### src/rtl/sm_ddiff_pkg.sv
// sm_pkg: shared sign-magnitude types and arithmetic for the delayed differentiator.
package sm_pkg;
  localparam int SM_DEPTH_MAX = 64;
  localparam int SM_WMAX = 64;
  typedef struct packed {
    logic sign;
    logic [SM_WMAX-1:0] mag;
  } sm_t;
  typedef struct packed {
    logic sign;
    logic [SM_WMAX-1:0] mag;
    logic ovf;
  } sm_res_t;
  function automatic sm_t sm_norm(sm_t x);
    sm_t r;
    r = x;
    r.sign = x.sign & (x.mag != '0);
    return r;
  endfunction
  // a - b at magnitude width w; operands are zero-extended to SM_WMAX
  function automatic sm_res_t sm_sub(sm_t a, sm_t b, int unsigned w, logic sat);
    logic [SM_WMAX:0] s;
    logic [SM_WMAX-1:0] m;
    logic ge;
    sm_res_t r;
    m = (SM_WMAX'(1) << w) - 1'b1;
    s = {1'b0, a.mag} + {1'b0, b.mag};
    ge = a.mag >= b.mag;
    r.ovf = (a.sign != b.sign) && s[w[6:0]];
    r.mag = (a.sign == b.sign) ? (ge ? a.mag - b.mag : b.mag - a.mag) :
            (r.ovf && sat) ? m : s[SM_WMAX-1:0] & m;
    r.sign = (a.sign == b.sign) ? (ge ? a.sign : ~a.sign) : a.sign;
    r.sign = r.sign & (r.mag != '0);
    return r;
  endfunction
endpackage

### src/rtl/sm_ddiff_if.sv
// sm_ddiff_if: sample/result bus of the delayed differentiator.
interface sm_ddiff_if #(parameter int W = 16);
  logic clr;
  logic in_valid;
  logic [W-1:0] a_mag;
  logic a_sign;
  logic out_valid;
  logic [W-1:0] c_mag;
  logic c_sign;
  logic ovf;
  logic primed;
  modport master (output clr, in_valid, a_mag, a_sign, input out_valid, c_mag, c_sign, ovf, primed);
  modport slave (input clr, in_valid, a_mag, a_sign, output out_valid, c_mag, c_sign, ovf, primed);
endinterface

### src/rtl/sm_delay_line.sv
// sm_delay_line: circular history buffer; q is the oldest entry, i.e. the slot about to be overwritten.
module sm_delay_line #(
  parameter int WD = 17,
  parameter int DEPTH = 1
) (
  input  logic clk,
  input  logic rst,
  input  logic clr,
  input  logic we,
  input  logic [WD-1:0] d,
  output logic [WD-1:0] q
);
  localparam int PW = DEPTH > 1 ? $clog2(DEPTH) : 1;
  logic [WD-1:0] mem [DEPTH];
  logic [PW-1:0] ptr, nxt;
  assign nxt = (ptr == PW'(DEPTH - 1)) ? '0 : ptr + 1'b1;
  assign q = mem[ptr];
  // a sample accepted with clr lands in slot 0 of the freshly cleared buffer
  always_ff @(posedge clk or posedge rst) begin
    if (rst) begin
      for (int i = 0; i < DEPTH; i++) mem[i] <= '0;
      ptr <= '0;
    end else if (clr) begin
      for (int i = 0; i < DEPTH; i++) mem[i] <= (i == 0 && we) ? d : '0;
      ptr <= we ? PW'(DEPTH > 1) : '0;
    end else if (we) begin
      mem[ptr] <= d;
      ptr <= nxt;
    end
  end
endmodule

### src/rtl/sm_ddiff.sv
// sm_ddiff: sign-magnitude delayed differentiator C = A(n) - A(n-DEPTH), 1-cycle latency.
// Define SM_DDIFF_SAT_EN to saturate c_mag on overflow instead of wrapping.
module sm_ddiff
  import sm_pkg::*;
#(
  parameter int W = 16,
  parameter int DEPTH = 1
) (
  input logic clk,
  input logic rst,
  sm_ddiff_if.slave bus
);
  localparam int CW = $clog2(DEPTH + 1);
`ifdef SM_DDIFF_SAT_EN
  localparam logic SAT = 1'b1;
`else
  localparam logic SAT = 1'b0;
`endif
  if (DEPTH < 1 || DEPTH > SM_DEPTH_MAX) begin : g_bad_depth
    $error("sm_ddiff: DEPTH out of range 1..SM_DEPTH_MAX");
  end
  if (W < 1 || W >= SM_WMAX) begin : g_bad_w
    $error("sm_ddiff: W out of range");
  end
  logic [W:0] old;
  logic [CW-1:0] cnt;
  sm_t a, b;
  sm_res_t r;
  logic unused;
  assign a = sm_norm({bus.a_sign, SM_WMAX'(bus.a_mag)});
  // clr empties history this very cycle, so the old tap reads +0
  assign b = bus.clr ? '0 : {old[W], SM_WMAX'(old[W-1:0])};
  assign r = sm_sub(a, b, W, SAT);
  assign unused = ^{r.mag, a.mag};
  assign bus.primed = cnt == CW'(DEPTH);
  sm_delay_line #(.WD(W + 1), .DEPTH(DEPTH)) dl (
    .clk(clk),
    .rst(rst),
    .clr(bus.clr),
    .we(bus.in_valid),
    .d({a.sign, a.mag[W-1:0]}),
    .q(old)
  );
  always_ff @(posedge clk or posedge rst) begin
    if (rst) begin
      bus.out_valid <= 1'b0;
      bus.c_mag <= '0;
      bus.c_sign <= 1'b0;
      bus.ovf <= 1'b0;
      cnt <= '0;
    end else begin
      bus.out_valid <= bus.in_valid;
      if (bus.in_valid) begin
        bus.c_mag <= r.mag[W-1:0];
        bus.c_sign <= r.sign;
        bus.ovf <= r.ovf;
      end
      cnt <= bus.clr ? CW'(bus.in_valid) : (bus.in_valid && !bus.primed) ? cnt + 1'b1 : cnt;
    end
  end
endmodule
### src/flat_wrapper.sv
// flat-port wrapper written by rule: the top's interface ports become plain ports
module sm_ddiff_flat import sm_pkg::*;
#(
  parameter int W = 16,
  parameter int DEPTH = 1
)
  (clk, rst, bus_clr, bus_in_valid, bus_a_mag, bus_a_sign, bus_out_valid, bus_c_mag, bus_c_sign, bus_ovf, bus_primed);
  sm_ddiff_if #(.W(W)) bus_i ();
  input logic clk;
  input logic rst;
  input wire logic [$bits(bus_i.clr)-1:0] bus_clr;
  input wire logic [$bits(bus_i.in_valid)-1:0] bus_in_valid;
  input wire logic [$bits(bus_i.a_mag)-1:0] bus_a_mag;
  input wire logic [$bits(bus_i.a_sign)-1:0] bus_a_sign;
  output wire logic [$bits(bus_i.out_valid)-1:0] bus_out_valid;
  output wire logic [$bits(bus_i.c_mag)-1:0] bus_c_mag;
  output wire logic [$bits(bus_i.c_sign)-1:0] bus_c_sign;
  output wire logic [$bits(bus_i.ovf)-1:0] bus_ovf;
  output wire logic [$bits(bus_i.primed)-1:0] bus_primed;
  assign bus_i.clr = bus_clr;
  assign bus_i.in_valid = bus_in_valid;
  assign bus_i.a_mag = bus_a_mag;
  assign bus_i.a_sign = bus_a_sign;
  assign bus_out_valid = bus_i.out_valid;
  assign bus_c_mag = bus_i.c_mag;
  assign bus_c_sign = bus_i.c_sign;
  assign bus_ovf = bus_i.ovf;
  assign bus_primed = bus_i.primed;
  sm_ddiff #(.W(W), .DEPTH(DEPTH)) u_core (.clk(clk), .rst(rst), .bus(bus_i));
endmodule
### config.mk
export PLATFORM = sky130hd
export DESIGN_NAME = sm_ddiff_flat
export DESIGN_NICKNAME = d
export VERILOG_FILES = /design/src/rtl/sm_ddiff_pkg.sv /design/src/rtl/sm_ddiff_if.sv /design/src/rtl/sm_delay_line.sv /design/src/rtl/sm_ddiff.sv /design/src/flat_wrapper.sv
export SDC_FILE = /design/constraint.sdc
export NUM_CORES = 1
export LEC_CHECK = 0
export CORE_UTILIZATION = 54
export CTS_BUF_LIST = sky130_fd_sc_hd__clkbuf_2 sky130_fd_sc_hd__clkbuf_4 sky130_fd_sc_hd__clkbuf_8
export DETAILED_ROUTE_END_ITERATION = 8
export PLACE_DENSITY = 0.8
export SYNTH_ARGS = -nofsm -noshare
export SYNTH_HDL_FRONTEND = slang
export SYNTH_SLANG_ARGS = --single-unit
### constraint.sdc
create_clock -name clk -period 3.4 [get_ports clk]
set_input_delay 0.51 -clock clk [delete_from_list [all_inputs] [get_ports clk]]
set_output_delay 0.51 -clock clk [all_outputs]
set_load 0.005 [all_outputs]
==> results.md, run 1 <==
* Setup TNS at -0.418 ns
* Worst hold start: u_core.bus.primed
* Post-DR vias/cell at 6.05
* Layout cells sized above 1 at 0.407
* Max-cap violations at 0
* Skew-Pair Late Insertion Delay at 0.31 ns
* Area of the multi-input gates at 3370 um2
* Post-synthesis average cell area at 8.02 um2
* Commonest non-fill, non-tap cells in the layout: buf_4 (201), nand2_1 (59), inv_1 (44)
* Synth cell types at 67
* Maximum vdd ir drop at 0.000212 V
* Gr usage total at 0.419
* Die Height at 90.6 um
* First-pass GRT wire length at 26.8 mm
* Final-layout fill cell count at 346
* Clock Tree Root: clkbuf_8
* CTS Buffer Depth at 2
* Max Freq at 264 MHz
* Cell Chain, Critical Path: buf_12 > inv_12 > buf_12 > buf_4 > nand2_2 > ha_4 > and4_1 > buf_4 > a211oi_2 > o21a_1 > o31ai_2 > fa_2 > inv_1 > a211oi_2 > nor4b_4 > a211oi_2 > or4_1 > nor4_2 > a41oi_1
* CTS sink cnt at 37
* Placed inst area at 6150 um2
* Hold depth at 1
* EDFF count, synth at 0
* Worst Hold Class: flip-flop to flip-flop
* Starting density of the core at 0.572
* Final WS setup at -0.390 ns
* Worst EP required at 3.56 ns
* DRT Pass-1 Iters at 7
* Final-report hold violation count at 0
* Routability cong. at 1.01
* Vias at 5176
* Hold-critical path endpoint: u_core.bus.primed
* Final HPWL DP at 11.8 mm
* Most common flop cell mapped by yosys: dfrtp_1
* CP Max Fanout at 5
* # setup viols final at 3
* Commonest non-fill, non-tap cell in the layout: buf_4
* Status: complete, but fails checks
* Number of DRC markers in iteration 0 at 489
* Post-layout util at 0.900
* Final Net Count at 838
* IO buf count at 40
* Pwr per Cell Area at 319 nW/um2
* Async S/R FF share, synth at 1.00
* Clk pin slew, worst setup/hold paths at 0.09 ns
* CTS Buf Count at 5
* WHS at 0.482 ns
* CP Capture Type: flip-flop
* Syn-to-layout area delta at 57.4%
* Hold buffer count at cts at 0
* Worst r2r dst: u_core.bus.c_sign
* Cells after Synth at 528
* Final WL at 17.2 mm
* Core Footprint at 7410 um2
* Setup Skew at 0.0157 ns
* Flop2flop setup slack at -0.31 ns
* Worst EP arrival at 3.95 ns
* GR Overflow Total at 0
* Design area at 6670 um2
* Crit start category: primary input
* Largest net degree at the start of global routing at 56
* Num rows at 31
* RSZ-0062 raised after global routing: true
* Ant diodes at 0
* Synthesized flop and latch total at 37
* Vias in the first global route at 5279
* Final period util at 1.11
* Final ANT Viol Nets at 0
* Slew HR at 0.610
* Tot Pwr at 2.13 mW
* Storage cell area at 926 um2
* Reg2reg start: u_core.dl.mem[3]
* Failing checks: setup timing
* Sequential share of the synthesized area at 0.219
* Syn. warnings at 0
* Crit path buffers/inverters at 6
* CP dominant cell by count: a211oi_2
* Post-DR wirelength/cell at 20.2 um
* Die X at 90.6 um
* Worst-margin pin slew at 0.583 ns
* Initial antenna violation count at 0
* Max H-tree Level at 2
* DRC Markers at 0
* CTS tree: done
* Mapped Nets at 611
* Slowest stage delay, CP at 0.42 ns
* Mapped Area at 4240 um2
* Leak at 3.24 nW
* Slowest stage cell, crit path: or4_1
* Minimum clock period at 3.79 ns
* Path depth of the worst reg2reg path at 17
* Io pins at 41
* CP Class: primary input to flip-flop
* Slew Limit Fails at 0
* CP delay by family, top: simple AND/OR/NAND/NOR gates
* Die Area at 8200 um2
-- cells by family (layout without fill, tap and decap cells) --
kind of cell | after synthesis | count (layout) | share of synthesized area
buf+inv | 78 | 306 | 0.0821
fa+ha+maj | 62 | 62 | 0.192
mux | 17 | 17 | 0.0425
xor+xnor | 24 | 24 | 0.0514
simple gates | 156 | 156 | 0.170
flops | 37 | 37 | 0.219
compound gates | 154 | 154 | 0.243
-- where the power goes --
part,internal [mW],switching (mW)
Sequential,0.507,0.0375
Combinational,0.629,0.612
Clock,0.142,0.198
Total,1.28,0.847
-- registers in the layout, summed over array words and instances, names as in the netlist --
| register | cells |
|---|---|
| u_core.bus.c_mag | 16 |
| u_core.bus.c_sign | 1 |
| u_core.bus.out_valid | 1 |
| u_core.bus.ovf | 1 |
| u_core.bus.primed | 1 |
| u_core.dl.mem | 17 |
-- timing repair --
action,CTS,global route
endpoints found under the hold margin,0,0
gates resized for setup,68,20
buffers inserted,16,5
pin swaps,30,8
endpoints found under the setup margin,17,10
cloned,0,0
-- worst register-to-register path: stages, from the launching register on --
cell and delay [ns]:
dfrtp_1 0.40, nand2_1 0.11, inv_2 0.08, ha_4 0.29
and2_4 0.16, a211oi_2 0.07, o21ai_2 0.10, a211oi_2 0.12
o21a_1 0.25, o31ai_2 0.27, fa_2 0.25, inv_1 0.06
a211oi_2 0.20, nor4b_4 0.25, a211oi_2 0.09, or4_1 0.42
nor4_2 0.27, a41oi_1 0.16
-- layout make-up --
class,instances,area share
Sequential cell,37,0.139
Tap cell,99,0.0186
Timing Repair Buffer,243,0.291
Inverter,55,0.0336
Clock inverter,3,0.00263
Multi-Input combinational cell,413,0.505
Clock buffer,5,0.0103
-- how the worst max path moves through the flow --
stage | start | cells after the start | slack (ns) | end
2_1_floorplan | bus_clr | 16 | -0.25 | u_core.bus.c_sign
3_3_place_gp | bus_clr | 17 | -1.12 | u_core.bus.c_sign
3_5_place_dp | bus_clr | 17 | -1.26 | u_core.bus.c_sign
4_1_cts | bus_clr | 18 | -0.19 | u_core.bus.c_sign
5_1_grt | bus_clr | 20 | -0.45 | u_core.bus.c_sign
6_report | bus_clr | 19 | -0.39 | u_core.bus.c_sign
-- synthesized netlist by cell type, drive strengths merged (2+ instances only) --
library cell | number | area share
ha | 57 | 0.17
nor2b | 6 | 0.0089
fa | 5 | 0.024
nor4b | 2 | 0.0041
or3 | 3 | 0.0044
dfrtp | 37 | 0.22
and4 | 2 | 0.0041
mux2 | 8 | 0.021
mux2i | 9 | 0.021
a21o | 2 | 0.0035
o21a | 3 | 0.0053
o21ai | 49 | 0.059
inv | 55 | 0.049
nor2 | 38 | 0.034
xnor2 | 14 | 0.031
xor2 | 10 | 0.021
o21bai | 4 | 0.0071
nand4 | 5 | 0.0074
a211oi | 14 | 0.030
nor4 | 6 | 0.010
a211o | 2 | 0.0041
nand3 | 7 | 0.0083
or2 | 2 | 0.0030
a21oi | 38 | 0.053
o211ai | 8 | 0.014
a31oi | 12 | 0.018
buf | 14 | 0.025
and2 | 4 | 0.0065
a21boi | 4 | 0.0071
o31ai | 5 | 0.012
clkbuf | 9 | 0.0080
nor3 | 8 | 0.0095
nand2 | 68 | 0.061
-- through the flow --
step	std cells	setup WS, ns
final	855	-0.390
after global routing	855	-0.451
after CTS	852	-0.194
after detailed placement	830	-1.26
after global placement	830	-1.12
after floorplan	528	-0.254
-- metal layers --
metal / vias to the layer above / global-route usage / part of all wire
met5: - / 0 / 0
met4: 0 / 0.249 / 0.053
met3: 86 / 0.0791 / 0.10
met2: 370 / 0.696 / 0.47
met1: 2442 / 0.503 / 0.38
li1: 2278 / - / -
(Power assumes the default switching activity.)
==> run 2: changes to the inputs <==
--- a/config.mk
+++ b/config.mk
@@ -5,10 +5,11 @@
 export SDC_FILE = /design/constraint.sdc
 export NUM_CORES = 1
 export LEC_CHECK = 0
-export CORE_UTILIZATION = 54
-export CTS_BUF_LIST = sky130_fd_sc_hd__clkbuf_2 sky130_fd_sc_hd__clkbuf_4 sky130_fd_sc_hd__clkbuf_8
+export CORE_UTILIZATION = 53
+export CTS_CLUSTER_DIAMETER = 200
 export DETAILED_ROUTE_END_ITERATION = 8
-export PLACE_DENSITY = 0.8
+export HOLD_SLACK_MARGIN = 0.03
+export PLACE_DENSITY = 0.79
 export SYNTH_ARGS = -nofsm -noshare
 export SYNTH_HDL_FRONTEND = slang
 export SYNTH_SLANG_ARGS = --single-unit
==> run 2 against run 1 <==
Net effect:
- the run still ends with setup timing left
- die area is 1.8% higher
- critical path depth is 6 lower
- core utilization shrank 0.48 points
- global-route usage down 1.4 points
- worst hold slack better by 0.0011 ns
- sequential power rose by 1%
- combinational power rose by 5%
- wire length is 3.9% higher
- sequential share of layout area decreased by 0.50 points
- critical endpoint unchanged
- setup slack lost 0.12 ns
- clock power rose by 2%
- register-to-register slack lost 0.19 ns
==> results.md, run 2 (synthesis results as in run 1) <==
* # setup viols final at 3
* Clk pin slew, worst setup/hold paths at 0.10 ns
* Met3 WL at 1.50 mm
* CTS tree: done
* Met1 WL at 6.80 mm
* Final period util at 1.15
* Slew HR at 0.599
* Max-cap violations at 0
* Leak at 3.32 nW
* Number of DRC markers in iteration 0 at 444
* Largest register by flop count: u_core.dl.mem
* Logic pwr share at 0.592
* Final WL at 17.9 mm
* Post-DR vias/cell at 6.02
* Largest register FFs at 17
* Initial antenna violation count at 0
* CTS Buf Count at 5
* Core Footprint at 7730 um2
* CP Class: primary input to flip-flop
* Worst EP required at 3.54 ns
* Final-layout fill cell count at 363
* Worst-margin pin slew at 0.596 ns
* Crit start category: primary input
* Fin cells at 865
* Io pins at 41
* Final ANT Viol Nets at 0
* CP Capture Type: flip-flop
* Path depth of the worst reg2reg path at 15
* Reg2reg start: u_core.dl.mem[4]
* Commonest non-fill, non-tap cell in the layout: buf_4
* Internal power at 1.31 mW
* Post-DR wirelength/cell at 20.7 um
* Worst EP arrival at 4.05 ns
* Area of the multi-input gates at 3530 um2
* Setup crit start: bus_a_mag[9]
* Die Height at 91.4 um
* Flop2flop setup slack at -0.50 ns
* CTS Buffer Depth at 2
* Setup Skew at 0.0184 ns
* Starting density of the core at 0.548
* Vias at 5204
* Final WS setup at -0.514 ns
* First-pass GRT wire length at 26.3 mm
* Net Sw Frac at 0.402
* Switching power at 0.885 mW
* Top layer in use: met4
* Gr usage total at 0.406
* Max Freq at 255 MHz
* Largest net degree at the start of global routing at 56
* DR WL met2 at 8.62 mm
* Largest regs: u_core.dl.mem (17), u_core.bus.c_mag (16)
* Slew Limit Fails at 0
* IO buf count at 40
* Pwr per Cell Area at 318 nW/um2
* Syn-to-layout area delta at 63.3%
* Ant diodes at 0
* DRT Pass-1 Iters at 7
* Final Net Count at 845
* Setup TNS at -0.530 ns
* Routability cong. at 0.972
* CP Max Fanout at 4
* Storage cell area at 926 um2
* Status: complete, but fails checks
* Final-report hold violation count at 0
* CTS sink cnt at 37
* Clock Tree Root: clkbuf_8
* Layout cells sized above 1 at 0.431
* Skew-Pair Late Insertion Delay at 0.31 ns
* Worst Hold Class: primary input to flip-flop
* DRC Markers at 0
* RSZ-0062 raised after global routing: true
* Num rows at 32
* Die X at 91.4 um
* Tot Pwr at 2.20 mW
* Failing checks: setup timing
* Vias in the first global route at 5199
* Maximum vdd ir drop at 0.000183 V
* CP endpoint: u_core.bus.c_sign
* GR Overflow Total at 0
* Flop pwr share at 0.251
* Final HPWL DP at 12.0 mm
* Commonest non-fill, non-tap cells in the layout: buf_4 (200), nand2_1 (56), inv_1 (44)
* Minimum clock period at 3.91 ns
* Clock Power Share at 0.158
* Die Area at 8350 um2
* Dpl cells at 843
* Worst r2r dst: u_core.bus.c_sign
* Max H-tree Level at 2
[run 2: cell count changes in the layout (fill, tap and decap cells not counted), moves of 2 or more]
cell / before / now
buf_6: 0 / 8
nand2_1: 59 / 56
dlygate4sd2_1: 9 / 6
nor2_2: 0 / 2
ha_4: 13 / 17
a211oi_2: 8 / 6
nor2_1: 38 / 36
nand2_2: 5 / 3
ha_1: 41 / 37
nand2_8: 1 / 4
nand2_4: 3 / 5
a21oi_4: 1 / 3
a21oi_1: 27 / 24
a211oi_1: 5 / 7
[run 2: cell type report]
| type | instances | share of cell area |
|---|---|---|
| Clock buffer | 5 | 0.00994 |
| Multi-Input combinational cell | 413 | 0.510 |
| Inverter | 55 | 0.0331 |
| Timing Repair Buffer | 250 | 0.293 |
| Tap cell | 102 | 0.0184 |
| Sequential cell | 37 | 0.134 |
| Clock inverter | 3 | 0.00253 |
[run 2: critical path: stages]
cell and delay [ns]:
clkdlybuf4s50_1 0.59, inv_1 0.11, ha_1 0.26, a31oi_2 0.18, or4b_4 0.51, a31oi_4 0.20
a21oi_2 0.10, fa_1 0.46, mux2i_1 0.24, nor2_1 0.09, a2111o_1 0.31, nor4_2 0.33
a41oi_2 0.17
[run 2: metrics by stage]
step | area, um2 | setup WS, ns | util | hold slack [ns]
after floorplan | 4420 | -0.254 | - | 0.473
after global placement | 6240 | -1.02 | 0.808 | 0.460
after detailed placement | 6240 | -1.24 | 0.808 | 0.482
after CTS | 6780 | -0.397 | 0.877 | 0.500
after global routing | 6920 | -0.553 | 0.896 | 0.507
final | 6920 | -0.514 | 0.896 | 0.483
[run 2: layer usage]
metal  GRT usage  vias up
li1            -     2290
met1       0.481     2470
met2       0.707      344
met3      0.0662      100
met4       0.197        0
met5           0        -
[run 2: power by group through the flow]
stage               registers [mW]  clock network [mW]  logic (mW)
global placement             0.546                   0        1.05
floorplan                    0.551                   0       0.515
detailed placement           0.553                   0        1.09
CTS                          0.547               0.335        1.19
finish                       0.551               0.347        1.30
global route                 0.556               0.350        1.37
[run 2: how the worst min path moves through the flow]
stage	startpoint	end	slack [ns]	cells past startpoint
after CTS	u_core.bus.primed	u_core.bus.primed	0.50	1
final	bus_a_mag[4]	u_core.dl.mem[4]	0.48	3
after floorplan	u_core.bus.c_mag[7]	u_core.bus.c_mag[7]	0.47	2
after global routing	bus_a_mag[4]	u_core.dl.mem[4]	0.51	3
after detailed placement	u_core.bus.primed	u_core.bus.primed	0.48	1
after global placement	u_core.bus.primed	u_core.bus.primed	0.46	1
[run 2: timing repair]
action | 4_1_cts | 5_1_grt
endpoints found under the setup margin | 17 | 8
hold buffers | 0 | 0
buffers inserted | 12 | 4
pin swaps | 37 | 28
resized for setup | 84 | 41
==> run 3: changes to the inputs <==
--- a/config.mk
+++ b/config.mk
@@ -5,11 +5,11 @@
 export SDC_FILE = /design/constraint.sdc
 export NUM_CORES = 1
 export LEC_CHECK = 0
-export CORE_UTILIZATION = 53
+export CORE_UTILIZATION = 59
 export CTS_CLUSTER_DIAMETER = 200
 export DETAILED_ROUTE_END_ITERATION = 8
 export HOLD_SLACK_MARGIN = 0.03
-export PLACE_DENSITY = 0.79
+export PLACE_DENSITY = 0.83
 export SYNTH_ARGS = -nofsm -noshare
 export SYNTH_HDL_FRONTEND = slang
 export SYNTH_SLANG_ARGS = --single-unit
==> constraint.sdc (replaced) <==
create_clock -name clk -period 4.4 [get_ports clk]
set_input_delay 0.66 -clock clk [delete_from_list [all_inputs] [get_ports clk]]
set_output_delay 0.66 -clock clk [all_outputs]
set_load 0.005 [all_outputs]
==> run 3 against run 2 <==
Net effect:
- the run now ends clean
- non-clock buffer count fell by 71
- sequential power fell by 24%
- sequential share of layout area rose by 2.5 points
- global-route usage fell by 1.4 points
- clock skew fell by 0.0069 ns
- cell area fell by 16%
- sequential cell count did not move
- critical path depth rose by 2
- cell count fell by 8.9%
- clock power rose by 8.9%
- wire length fell by 21%
- critical endpoint unchanged
- largest cell class unchanged
==> results.md, run 3 (synthesis results as in run 1) <==
* Tot Pwr at 1.57 mW
* Flop pwr share at 0.266
* # setup viols final at 0
* Clk pin slew, worst setup/hold paths at 0.08 ns
* Largest regs: u_core.dl.mem (17), u_core.bus.c_mag (16)
* Switching power at 0.567 mW
* Final HPWL DP at 11.4 mm
* Commonest non-fill, non-tap cell in the layout: buf_4
* Post-CTS setup buffer count at 0
* Final WL at 14.2 mm
* Crit start category: primary input
* Worst EP arrival at 4.38 ns
* CP Max Fanout at 3
* CP Capture Type: flip-flop
* DRT Pass-1 Iters at 5
* Max Freq at 237 MHz
* CTS Buf Count at 5
* Initial antenna violation count at 0
* Pwr per Cell Area at 270 nW/um2
* Post-layout util at 0.849
* Hold-critical path endpoint: u_core.bus.c_mag[11]
* CP Class: primary input to flip-flop
* RSZ-0062 raised after global routing: false
* Slew HR at 0.614
* Die Area at 7520 um2
* Die Height at 86.7 um
* Status: finished, final reports clean
* Vias in the first global route at 4595
* CTS Buffer Depth at 2
* Clock Power Share at 0.240
* GR Overflow Total at 0
* Num rows at 30
* Worst Hold Class: flip-flop to flip-flop
* Core Footprint at 6870 um2
* Final Net Count at 774
* Largest net degree at the start of global routing at 57
* Layout cells sized above 1 at 0.272
* Routability cong. at 0.973
* Final-report hold violation count at 0
* Worst EP required at 4.57 ns
* Worst-margin pin slew at 0.579 ns
* CTS tree: done
* Minimum clock period at 4.22 ns
* Largest register by flop count: u_core.dl.mem
* Net Sw Frac at 0.360
* Leak at 2.89 nW
* Skew-Pair Late Insertion Delay at 0.31 ns
* Reg2reg start: u_core.dl.mem[4]
* Slew Limit Fails at 0
* CTS sink cnt at 37
* Final period util at 0.958
* Setup Skew at 0.0115 ns
* Post-DR vias/cell at 5.78
* Hold depth at 2
* Path depth of the worst reg2reg path at 15
* Post-DR wirelength/cell at 18.0 um
* IO buf count at 40
* Worst r2r dst: u_core.bus.c_sign
* Syn-to-layout area delta at 37.6%
* Commonest non-fill, non-tap cells in the layout: buf_4 (139), nand2_1 (66), ha_1 (56)
* Max-cap violations at 0
* Internal power at 1.01 mW
* Clock Tree Root: clkbuf_8
* Logic pwr share at 0.494
* Flop2flop setup slack at 0.65 ns
* Design area at 5830 um2
* Placed inst area at 5650 um2
* Maximum vdd ir drop at 0.000157 V
* Largest register FFs at 17
* Vias at 4557
* Max H-tree Level at 2
* First-pass GRT wire length at 22.3 mm
* Gr usage total at 0.391
* Ant diodes at 0
* Number of DRC markers in iteration 0 at 407
* Final ANT Viol Nets at 0
* Worst hold start: u_core.bus.c_mag[11]
* Io pins at 41
* Setup crit start: bus_a_mag[4]
* Starting density of the core at 0.617
* Hold buffer count at cts at 0
* DRC Markers at 0
* Die X at 86.7 um
[run 3: how the worst max path moves through the flow]
stage | end | cells after the start
floorplan | u_core.bus.c_sign | 16
global placement | u_core.bus.c_sign | 17
detailed placement | u_core.bus.c_sign | 17
CTS | u_core.bus.c_sign | 17
global route | u_core.bus.c_sign | 15
finish | u_core.bus.c_sign | 15
[run 3: per-stage QoR]
stage,setup WS [ns],TNS [ns],hold WS [ns],cells
3_5_place_dp,-0.430,-0.699,0.482,780
2_1_floorplan,0.213,0,0.473,528
3_3_place_gp,-0.299,-0.364,0.465,780
4_1_cts,0.00629,0,0.503,788
5_1_grt,0.0333,0,0.521,788
6_report,0.185,0,0.502,788
[run 3: per-layer routing]
metal / part of all wire / vias up / wire length (um) / GRT usage
li1: - / 2157 / - / -
met1: 0.41 / 2134 / 5880 / 0.473
met2: 0.48 / 219 / 6850 / 0.692
met3: 0.062 / 47 / 885 / 0.0533
met4: 0.041 / 0 / 588 / 0.173
met5: 0 / - / 0 / 0
[run 3: worst max-delay path, cell delays in order]
cell	delay, ns
clkdlybuf4s50_1	0.44
buf_4	0.15
ha_1	0.30
and2_1	0.20
a211oi_2	0.24
a21boi_1	0.13
or4b_4	0.55
a31oi_2	0.18
a21oi_2	0.10
fa_1	0.47
mux2i_1	0.19
nor2_1	0.06
a2111o_1	0.37
nor4_1	0.18
a41oi_1	0.15
[run 3: final cells by class]
cell class | instances | area, um2
Sequential cell | 37 | 926
Inverter | 55 | 209
Timing Repair Buffer | 179 | 1440
Clock inverter | 3 | 68.8
Fill cell | 431 | 1040
Clock buffer | 5 | 68.8
Multi-Input combinational cell | 413 | 3000
Tap cell | 96 | 120
[run 3: power groups by stage]
stage | combinational (mW) | sequential (mW) | clock, mW
after floorplan | 0.379 | 0.424 | 0
after global placement | 0.732 | 0.421 | 0
after detailed placement | 0.750 | 0.426 | 0
after CTS | 0.760 | 0.419 | 0.378
after global routing | 0.832 | 0.424 | 0.389
final | 0.777 | 0.419 | 0.378
[run 3: repair_timing]
action,4_1_cts,5_1_grt
endpoints found under the setup margin,1,2
pin swaps,1,0
gates resized for setup,6,5
